[src/rtl/uart_rx_fifo.sv]
// uart_rx_fifo: 8N1 UART receiver with a small receive FIFO for the TinyQV bus.
// Optional 8E1 framing with a sticky parity_err output when UART_RX_PARITY_EN is defined.
module uart_rx_fifo #(
    parameter int CLKS_PER_BIT = 217,
    parameter int FIFO_DEPTH   = 4
) (
    input  logic                          clk,
    input  logic                          rst,
    input  logic                          rxd,
    output logic [7:0]                    rx_data,
    output logic                          rx_valid,
    input  logic                          rx_ready,
    output logic [$clog2(FIFO_DEPTH):0]   rx_count,
    output logic                          frame_err,
    output logic                          overrun,
`ifdef UART_RX_PARITY_EN
    output logic                          parity_err,
`endif
    input  logic                          clr_err,
    output logic                          busy
);
    localparam int CW = $clog2(CLKS_PER_BIT);
    localparam int AW = $clog2(FIFO_DEPTH);
    localparam int PW = AW + 1;
    localparam logic [CW-1:0] CNT_FULL = CW'(CLKS_PER_BIT - 1);
    localparam logic [CW-1:0] CNT_HALF = CW'(CLKS_PER_BIT / 2 - 1);

    typedef enum logic [2:0] {
        IDLE,
        START,
        DATA,
`ifdef UART_RX_PARITY_EN
        PARITY,
`endif
        STOP,
        WAIT_IDLE
    } state_t;

    state_t            state_q, state_d;
    logic [CW-1:0]     cnt_q, cnt_d;
    logic [2:0]        bit_idx_q, bit_idx_d;
    logic [7:0]        shift_q, shift_d;
    logic              rxd_meta_q, rxd_meta_d;
    logic              rxd_s_q, rxd_s_d;
    logic              rxd_prev_q, rxd_prev_d;
    logic [1:0]        settle_q, settle_d;
    logic              armed_q, armed_d;
    logic [PW-1:0]     wr_ptr_q, wr_ptr_d;
    logic [PW-1:0]     rd_ptr_q, rd_ptr_d;
    logic [7:0]        mem_q [FIFO_DEPTH];
    logic [7:0]        mem_d [FIFO_DEPTH];
    logic              frame_err_q, frame_err_d;
    logic              overrun_q, overrun_d;
    logic              fall, push, frame_set, pop, full, push_ok, ovr_set;
`ifdef UART_RX_PARITY_EN
    logic              par_bad_q, par_bad_d;
    logic              parity_err_q, parity_err_d;
    logic              parity_set;
`endif

    // Synchronizer and start-edge detection. Edges are only honoured once a
    // real high level has come through the chain, so a line held low across
    // reset release is not mistaken for a start bit.
    always_comb begin
        rxd_meta_d = rxd;
        rxd_s_d    = rxd_meta_q;
        rxd_prev_d = rxd_s_q;
        settle_d   = {settle_q[0], 1'b1};
        armed_d    = armed_q | (settle_q[1] & rxd_s_q);
        fall       = armed_q & rxd_prev_q & ~rxd_s_q;
    end

    // Receive FSM next-state: bit timing, sampling and error detection.
    always_comb begin
        state_d   = state_q;
        cnt_d     = cnt_q;
        bit_idx_d = bit_idx_q;
        shift_d   = shift_q;
        push      = 1'b0;
        frame_set = 1'b0;
`ifdef UART_RX_PARITY_EN
        par_bad_d  = par_bad_q;
        parity_set = 1'b0;
`endif
        case (state_q)
            IDLE: begin
                if (fall) begin
                    cnt_d   = CNT_HALF;
                    state_d = START;
                end
            end
            START: begin
                if (cnt_q != '0) begin
                    cnt_d = cnt_q - CW'(1);
                end else if (!rxd_s_q) begin
                    cnt_d     = CNT_FULL;
                    bit_idx_d = '0;
                    state_d   = DATA;
`ifdef UART_RX_PARITY_EN
                    par_bad_d = 1'b0;
`endif
                end else begin
                    state_d = IDLE;
                end
            end
            DATA: begin
                if (cnt_q != '0) begin
                    cnt_d = cnt_q - CW'(1);
                end else begin
                    shift_d   = {rxd_s_q, shift_q[7:1]};
                    cnt_d     = CNT_FULL;
                    bit_idx_d = bit_idx_q + 3'd1;
                    if (bit_idx_q == 3'd7) begin
`ifdef UART_RX_PARITY_EN
                        state_d = PARITY;
`else
                        state_d = STOP;
`endif
                    end
                end
            end
`ifdef UART_RX_PARITY_EN
            PARITY: begin
                if (cnt_q != '0) begin
                    cnt_d = cnt_q - CW'(1);
                end else begin
                    par_bad_d  = ^{shift_q, rxd_s_q};
                    parity_set = ^{shift_q, rxd_s_q};
                    cnt_d      = CNT_FULL;
                    state_d    = STOP;
                end
            end
`endif
            STOP: begin
                if (cnt_q != '0) begin
                    cnt_d = cnt_q - CW'(1);
                end else if (rxd_s_q) begin
`ifdef UART_RX_PARITY_EN
                    push = ~par_bad_q;
`else
                    push = 1'b1;
`endif
                    state_d = IDLE;
                end else begin
                    frame_set = 1'b1;
                    state_d   = WAIT_IDLE;
                end
            end
            WAIT_IDLE: begin
                if (rxd_s_q) state_d = IDLE;
            end
            default: state_d = IDLE;
        endcase
    end

    // FIFO pointers, storage and sticky flags; a pop frees room for a same-cycle push.
    always_comb begin
        pop      = rx_valid & rx_ready;
        full     = (rx_count == PW'(FIFO_DEPTH));
        push_ok  = push & (~full | pop);
        ovr_set  = push & full & ~pop;
        wr_ptr_d = wr_ptr_q;
        rd_ptr_d = rd_ptr_q;
        mem_d    = mem_q;
        if (push_ok) begin
            mem_d[wr_ptr_q[AW-1:0]] = shift_q;
            wr_ptr_d                = wr_ptr_q + PW'(1);
        end
        if (pop) rd_ptr_d = rd_ptr_q + PW'(1);
        frame_err_d = (frame_err_q & ~clr_err) | frame_set;
        overrun_d   = (overrun_q & ~clr_err) | ovr_set;
`ifdef UART_RX_PARITY_EN
        parity_err_d = (parity_err_q & ~clr_err) | parity_set;
`endif
    end

    // State registers with asynchronous reset.
    always_ff @(posedge clk or posedge rst) begin
        if (rst) begin
            state_q     <= IDLE;
            cnt_q       <= '0;
            bit_idx_q   <= '0;
            shift_q     <= '0;
            rxd_meta_q  <= 1'b1;
            rxd_s_q     <= 1'b1;
            rxd_prev_q  <= 1'b1;
            settle_q    <= '0;
            armed_q     <= 1'b0;
            wr_ptr_q    <= '0;
            rd_ptr_q    <= '0;
            mem_q       <= '{default: '0};
            frame_err_q <= 1'b0;
            overrun_q   <= 1'b0;
`ifdef UART_RX_PARITY_EN
            par_bad_q    <= 1'b0;
            parity_err_q <= 1'b0;
`endif
        end else begin
            state_q     <= state_d;
            cnt_q       <= cnt_d;
            bit_idx_q   <= bit_idx_d;
            shift_q     <= shift_d;
            rxd_meta_q  <= rxd_meta_d;
            rxd_s_q     <= rxd_s_d;
            rxd_prev_q  <= rxd_prev_d;
            settle_q    <= settle_d;
            armed_q     <= armed_d;
            wr_ptr_q    <= wr_ptr_d;
            rd_ptr_q    <= rd_ptr_d;
            mem_q       <= mem_d;
            frame_err_q <= frame_err_d;
            overrun_q   <= overrun_d;
`ifdef UART_RX_PARITY_EN
            par_bad_q    <= par_bad_d;
            parity_err_q <= parity_err_d;
`endif
        end
    end

    // Output decode.
    always_comb begin
        rx_count  = wr_ptr_q - rd_ptr_q;
        rx_valid  = (wr_ptr_q != rd_ptr_q);
        rx_data   = rx_valid ? mem_q[rd_ptr_q[AW-1:0]] : '0;
        frame_err = frame_err_q;
        overrun   = overrun_q;
        busy      = (state_q != IDLE);
`ifdef UART_RX_PARITY_EN
        parity_err = parity_err_q;
`endif
    end
endmodule

[config.mk]
export PLATFORM = sky130hd
export DESIGN_NAME = uart_rx_fifo
export DESIGN_NICKNAME = d
export VERILOG_FILES = /design/src/rtl/uart_rx_fifo.sv
export SDC_FILE = /design/constraint.sdc
export NUM_CORES = 1
export LEC_CHECK = 0
export CELL_PAD_IN_SITES_DETAIL_PLACEMENT = 1
export CELL_PAD_IN_SITES_GLOBAL_PLACEMENT = 1
export CORE_ASPECT_RATIO = 1.4
export CORE_MARGIN = 1
export CORE_UTILIZATION = 44
export CTS_CLUSTER_SIZE = 25
export DETAILED_ROUTE_END_ITERATION = 12
export GPL_TIMING_DRIVEN = 0
export PLACE_DENSITY_LB_ADDON = 0.12
export SETUP_SLACK_MARGIN = 0.2
export SLEW_MARGIN = 20
export SYNTH_ARGS = -nofsm -noshare
export SYNTH_HDL_FRONTEND = slang
export SYNTH_SLANG_ARGS = --single-unit
[constraint.sdc]
create_clock -name clk -period 2.8 [get_ports clk]
set_clock_uncertainty 0.1 [all_clocks]
set_input_delay 0.56 -clock clk [delete_from_list [all_inputs] [get_ports clk]]
set_output_delay 0.56 -clock clk [all_outputs]
set_load 0.1 [all_outputs]
; Word-level counts from Yosys, hierarchy flattened
; Cells that the tools add are included.
; W data, S select, Z words.
[totals]
ff_bits = 68
in_bits = 5
out_inout_bits = 15
[op_classes]
n_addsub = 5
magnitude_cmp = 3
n_eq_ne = 16
muxes = 32
n_bitwise = 20
reduce_logical = 10
[ops]
columns = cell, count
row1 = $mux W8, 9
row2 = $bwmux W32, 1
row3 = $pmux W8 S4, 1
row4 = $mux W3, 10
row5 = $bmux W8 S2, 1
row6 = $demux W8 S2, 1
row7 = $ne A2 B2 Y1 const B, 8
row8 = $pmux W3 S5, 1
row9 = $add A3 B1 Y3 const B, 3
row10 = $and A1 B1 Y1, 9
row11 = $eq A3 B3 Y1 const B, 3
row12 = $reduce_and A4 Y1, 2
row13 = $reduce_bool A8 Y1, 1
row14 = $sub A8 B1 Y8 const B, 1
row15 = $eq A3 B2 Y1 const B, 2
row16 = $ge A3 B3 Y1 const B, 2
row17 = $mux W1, 6
row18 = $not A2 Y3, 2
row19 = $pmux W3 S2, 1
row20 = $reduce_and A6 Y1, 1
row21 = $not A1 Y1, 5
row22 = $or A1 B1 Y1, 4
row23 = $reduce_bool A4 Y1, 1
row24 = $eq A3 B1 Y1 const B, 1
row25 = 10 further kinds, 10

; Depth between registers and ports, before layout
; Gate-level depths: netlist of run 1.
[logic_depth]
ltp_word = 6
depth_mapped = 8

; Least setup slack after synthesis of run 1
; OpenSTA, ideal clock, no wires.
[synth_timing]
path_kind = register to output
start = register rd_ptr_q[1]
end = output port rx_data[0]
t_arrival_ns = 3.038
required_time_ns = 2.140
setup_slack_ns = -0.898
stages_incl_launch_ff = 8
n_path_buf = 2
path_cell_list = dfrtp_1 clkbuf_1 inv_1 ha_1 nand2_1 or2_2 clkbuf_1 and2_1
[synth_lines]
columns = element, line
row1 = start: declaration, 49  ; logic [PW-1:0] rd_ptr_q, rd_ptr_d;
row2 = start signal: assignment, 209  ; rd_ptr_q <= rd_ptr_d;
row3 = $ne A3 B3 Y1, 223  ; rx_valid = (wr_ptr_q != rd_ptr_q);
row4 = net rx_valid, 11  ; output logic rx_valid,
row5 = $mux W8, 224  ; rx_data = rx_valid ? mem_q[rd_ptr_q[AW-1:0]] : '0;
row6 = end: declaration, 10  ; output logic [7:0] rx_data,
; The timed path passes the listed nets, and every way through them passes these cells. The select of a mux whose other input is x is not followed.

; Worst setup path in the final report of run 1
[layout_timing]
start = register rd_ptr_q[0]
end = register mem_q[3] (netlist name)
[layout_between]
elab_chain_cells = 5
[layout_lines]
columns = element, line
row1 = $sub A3 B3 Y3, 222  ; rx_count = wr_ptr_q - rd_ptr_q;
row2 = $eq A3 B3 Y1, 159  ; full = (rx_count == PW'(FIFO_DEPTH));
row3 = $not A1 Y1, 160  ; push_ok = push & (~full | pop);
row4 = $or A1 B1 Y1 *, 160
row5 = $and A1 B1 Y1 *, 160
row6 = end signal: assignment, 210  ; mem_q <= mem_d;
row7 = end: declaration, 50  ; logic [7:0] mem_q [FIFO_DEPTH];
; Every way passes the cells marked *; elsewhere a longest branch is shown, timed or not.
; A chain may end at the register's enable or synchronous reset.

==> flow_summary.html, run 1 <==
<table>
<tr><th>Metric</th><th>Value</th></tr>
<tr><th colspan="2">Power and ir drop</th></tr>
<tr><td>Total power draw</td><td>3.49 mW</td></tr>
<tr><td>Areal power density over the cells</td><td>834 nW/um2</td></tr>
<tr><td>Maximum ir drop on the vdd rail</td><td>about 0.5 mV</td></tr>
<tr><td>Static power due to leakage</td><td>1.97 nW</td></tr>
<tr><th colspan="2">Min path</th></tr>
<tr><td>Hold Path Class</td><td>flip-flop to flip-flop</td></tr>
<tr><td>Origin of the worst min-delay path</td><td>settle_q[0]</td></tr>
<tr><th colspan="2">Placement</th></tr>
<tr><td>Inst Count DP</td><td>between 300 and 400</td></tr>
<tr><td>Weighted congestion reported at the end of routability-driven placement</td><td>0.804</td></tr>
<tr><td>DP Area</td><td>~3700 um2</td></tr>
<tr><td>Estimated wirelength of the detail-placed design</td><td>4890 um</td></tr>
<tr><td>Count of buffers inserted at the top-level ports</td><td>19</td></tr>
<tr><th colspan="2">Floorplanning</th></tr>
<tr><td>Rows</td><td>37</td></tr>
<tr><td>Num ports</td><td>20</td></tr>
<tr><td>Starting Density</td><td>45.3%</td></tr>
<tr><td>Area of the die</td><td>7940 um2</td></tr>
<tr><td>Horizontal extent of the die</td><td>~76 um</td></tr>
<tr><td>Height of the die</td><td>105 um</td></tr>
<tr><td>Area of the core</td><td>7360 um2</td></tr>
<tr><th colspan="2">Global route</th></tr>
<tr><td>GRT Overall Usage</td><td>between 20% and 30%</td></tr>
<tr><td>Largest net degree at the start of global routing</td><td>54</td></tr>
<tr><td>First-pass GRT wire length</td><td>12100 um</td></tr>
<tr><td>Grt total ovfl</td><td>0</td></tr>
<tr><td>Number of antenna violations at the first check in global routing</td><td>0</td></tr>
<tr><td>Vias in the first global route</td><td>2420</td></tr>
<tr><th colspan="2">Worst setup path</th></tr>
<tr><td>Startpoint types</td><td>flip-flop</td></tr>
<tr><td>Startpoint of the worst register-to-register path</td><td>rd_ptr_q[0]</td></tr>
<tr><td>Cell type of the slowest stage on the worst timing path</td><td>sky130_fd_sc_hd__dfrtp_1</td></tr>
<tr><td>Worst setup EP type</td><td>flip-flop</td></tr>
<tr><td>Critical path, cell by cell</td><td>ha_4 -&gt; fa_2 -&gt; xor3_4 -&gt; and3_4 -&gt; a2111oi_4 -&gt; buf_4 -&gt; mux2_2</td></tr>
<tr><td>Highest net fanout along the worst path</td><td>4</td></tr>
<tr><td>Critical path launch point</td><td>rd_ptr_q[0]</td></tr>
<tr><td>Delay of the slowest critical-path stage</td><td>approximately 0.44 ns</td></tr>
<tr><td>Worst Path Arrival</td><td>2.73 ns</td></tr>
<tr><td>Data required time of the critical path</td><td>2.92 ns</td></tr>
<tr><td>Worst setup path class</td><td>flip-flop to flip-flop</td></tr>
<tr><th colspan="2">Synth</th></tr>
<tr><td>Top-area cell type share of the netlist area</td><td>48.8%</td></tr>
<tr><td>Cell Area, Synth</td><td>3340 um2</td></tr>
<tr><td>Share of synthesized flip-flops with an asynchronous set or reset</td><td>100%</td></tr>
<tr><td>Number of nets produced by synthesis</td><td>approximately 280</td></tr>
<tr><td>Most area-hungry cell type in the Yosys netlist</td><td>sky130_fd_sc_hd__dfrtp_1</td></tr>
<tr><td>Synth warnings</td><td>0</td></tr>
<tr><td>Number of synthesized flops with an enable pin</td><td>0</td></tr>
<tr><td>Total of flip-flops plus latches after synthesis</td><td>68</td></tr>
<tr><td>Number of distinct library cells after synthesis</td><td>48</td></tr>
<tr><td>Seq/Total Area, Yosys</td><td>51.1%</td></tr>
<tr><td>Leading post-synthesis cells by cell area</td><td>sky130_fd_sc_hd__dfrtp_1, sky130_fd_sc_hd__mux2_2, sky130_fd_sc_hd__mux4_2</td></tr>
<tr><td>Predominant post-synthesis flop cell</td><td>sky130_fd_sc_hd__dfrtp_1</td></tr>
<tr><td>Instance count of the mapped netlist</td><td>259</td></tr>
<tr><td>Post-synthesis area per instance</td><td>approximately 13 um2</td></tr>
<tr><th colspan="2">Timing</th></tr>
<tr><td>Max-slew violation count</td><td>0</td></tr>
<tr><td>Number of hold-slack violations in the final timing report</td><td>0</td></tr>
<tr><td>Sum of negative setup slack</td><td>0 ns</td></tr>
<tr><td>Post-route worst hold slack</td><td>0.252 ns</td></tr>
<tr><td>Relative slew slack</td><td>35.7%</td></tr>
<tr><td>Unrepaired setup endpoints after global routing</td><td>true</td></tr>
<tr><td>Final critical path time including I/O delays and setup</td><td>2.61 ns</td></tr>
<tr><td>F_max</td><td>382 MHz</td></tr>
<tr><td>Period Utilization, post-route</td><td>between 90% and 100%</td></tr>
<tr><td>Measured slew at the worst slew-check pin</td><td>0.962 ns</td></tr>
<tr><td>Number of setup violations in the final report</td><td>0</td></tr>
<tr><th colspan="2">Finish</th></tr>
<tr><td>Share of post-route cells with drive strength above 1</td><td>42.0%</td></tr>
<tr><td>Register area</td><td>approximately 1700 um2</td></tr>
<tr><td>Final Net Count</td><td>316</td></tr>
<tr><td>P&amp;R area growth vs syn</td><td>25.4%</td></tr>
<tr><td>Non-Filler Cell Area, Final</td><td>around 4200 um2</td></tr>
<tr><td>Most used cells in the layout excluding fill and tap cells</td><td>sky130_fd_sc_hd__dfrtp_1, sky130_fd_sc_hd__mux2_2, sky130_fd_sc_hd__buf_4, sky130_fd_sc_hd__a21oi_1, sky130_fd_sc_hd__inv_1</td></tr>
<tr><td>Final cell count without fillers</td><td>402</td></tr>
<tr><td>Combined area of the multi-input logic cells</td><td>around 1600 um2</td></tr>
<tr><td>Count of filler cells inserted in the layout</td><td>~720</td></tr>
<tr><td>Most common cell after layout, fill and taps aside</td><td>sky130_fd_sc_hd__dfrtp_1</td></tr>
<tr><td>Number of antenna diodes</td><td>0</td></tr>
<tr><th colspan="2">Routing</th></tr>
<tr><td>Aggregate routed wire length</td><td>between 7000 and 8000 um</td></tr>
<tr><td>Number of detailed-routing iterations run before antenna repair</td><td>4</td></tr>
<tr><td>Detailed-route wire length per cell</td><td>18.8 um</td></tr>
<tr><td>Iteration-0 DRC count of the detailed router</td><td>77</td></tr>
<tr><td>Post-route antenna net violation count</td><td>0</td></tr>
<tr><td>Vias per cell</td><td>5.52</td></tr>
<tr><td>Remaining routing DRC violations</td><td>0</td></tr>
<tr><td>Via Count</td><td>around 2200</td></tr>
<tr><th colspan="2">Run</th></tr>
<tr><td>Number of violations of the max-capacitance limit</td><td>0</td></tr>
<tr><th colspan="2">Run status</th></tr>
<tr><td>Run status</td><td>completed</td></tr>
<tr><th colspan="2">Clocking</th></tr>
<tr><td>Clock root buffer master</td><td>sky130_fd_sc_hd__clkbuf_8</td></tr>
<tr><td>Source-to-sink clock delay at the later pin of the worst-skew pair</td><td>roughly 0.33 ns</td></tr>
<tr><td>Clock Pin Slew Worst Setup and Hold Paths</td><td>roughly 0.080 ns</td></tr>
<tr><td>Maximum clock path buffer count</td><td>2</td></tr>
<tr><td>H-tree lvl count</td><td>3</td></tr>
<tr><td>Number of buffers added by the clock tree synthesis step</td><td>9</td></tr>
<tr><td>Number of clock sinks</td><td>slightly below 70</td></tr>
<tr><td>CTS tree</td><td>done</td></tr>
</table>
cells by family (layout without fill, tap and decap cells):
| family | Yosys count | after routing | share of synthesized area, % |
|---|---|---|---|
| multiplexers | 55 | 55 | 21.2 |
| XOR/XNOR | 7 | 7 | 2.29 |
| AND/OR/NAND/NOR | 48 | 48 | 8.21 |
| buffers and inverters | 26 | 72 | 3.15 |
| adder cells (fa/ha/maj) | 11 | 11 | 4.35 |
| AO/OA/AOI/OAI | 43 | 43 | 9.57 |
| other | 1 | 1 | 0.112 |
| flip-flops | 68 | 68 | 51.1 |
Yosys cell counts (5+ instances only):
cell / n
sky130_fd_sc_hd__ha_1: 10
sky130_fd_sc_hd__a21oi_1: 12
sky130_fd_sc_hd__mux2_2: 45
sky130_fd_sc_hd__o21ai_0: 7
sky130_fd_sc_hd__nand2_1: 5
sky130_fd_sc_hd__and2_1: 9
sky130_fd_sc_hd__clkbuf_1: 7
sky130_fd_sc_hd__dfrtp_1: 65
sky130_fd_sc_hd__mux4_2: 8
sky130_fd_sc_hd__nor2_1: 9
sky130_fd_sc_hd__nand3_1: 7
sky130_fd_sc_hd__inv_1: 15
sequential cells by signal, indices dropped and copies added, names as in the netlist:
signal,flops
armed_q,1
bit_idx_q,3
cnt_q,8
frame_err,1
mem_q,32
overrun,1
rd_ptr_q,3
rxd_meta_q,1
rxd_prev_d,1
rxd_prev_q,1
settle_q,2
shift_q,8
state_q,3
wr_ptr_q,3
critical path, delay by kind of cell (launching register included):
kind	cells	cell delay [ns]
xor gates and xnor gates	1	0.32
buffers and inverters	1	0.22
AOI/OAI and AO/OA	1	0.34
adders and majority gates	2	0.50
and+or+nand+nor	1	0.23
DFF	1	0.44
muxes	1	0.34
final timing paths:
check,to,slack (ns),cells past startpoint
hold reg to reg,settle_q[1],0.25,0
hold / removal,settle_q[1],0.25,0
max in group asynchronous,wr_ptr_q[1],1.66,3
setup reg to reg,mem_q[3],0.19,7
setup / recovery,mem_q[3],0.19,7
min in group asynchronous,armed_q,0.40,2
power by group:
group	switching (mW)	total, mW	internal [mW]
combinational	0.893	1.42	0.522
clock	0.378	0.880	0.502
sequential	0.115	1.19	1.08
what timing repair did:
item,in CTS,in global routing
hold buffers,0,0
buffers inserted,6,3
cloned,1,0
hold endpoints to repair,0,0
endpoints found under the setup margin,52,28
gates resized for setup,90,35
pin swaps,1,3
per-stage QoR:
step | util (%) | setup slack [ns]
floorplan | - | -0.0603
global placement | 50.2 | -0.775
detailed placement | 50.6 | -0.726
CTS | 54.9 | 0.140
global route | 56.8 | 0.123
finish | 56.8 | 0.185
layout make-up:
| type | count | share of cell area, % |
|---|---|---|
| flip-flops and latches | 68 | 40.8 |
| multi-input cells | 165 | 39.0 |
| repair buffers | 30 | 8.83 |
| clock buffers | 10 | 3.05 |
| well taps | 97 | 2.90 |
| clock inverters | 6 | 2.12 |
| plain buffers | 11 | 1.86 |
| inverters | 15 | 1.47 |
metal layers:
layer  share of wire [%]  GRT usage [%]  vias up
met1                  40           23.7     1149
met2                  55           37.2       36
met3                 2.2           3.57       14
met4                 2.6           8.86        0
met5                   0              0        -
li1                    -              -     1021
Power figures use the tool's default switching activity.
==> run 2: changes to the inputs <==
--- a/config.mk
+++ b/config.mk
@@ -5,6 +5,7 @@
 export SDC_FILE = /design/constraint.sdc
 export NUM_CORES = 1
 export LEC_CHECK = 0
+export CAP_MARGIN = 25
 export CELL_PAD_IN_SITES_DETAIL_PLACEMENT = 1
 export CELL_PAD_IN_SITES_GLOBAL_PLACEMENT = 1
 export CORE_ASPECT_RATIO = 1.4
==> results of run 2 <==
The final DEF is identical to that of run 1; final timing and power are the same.
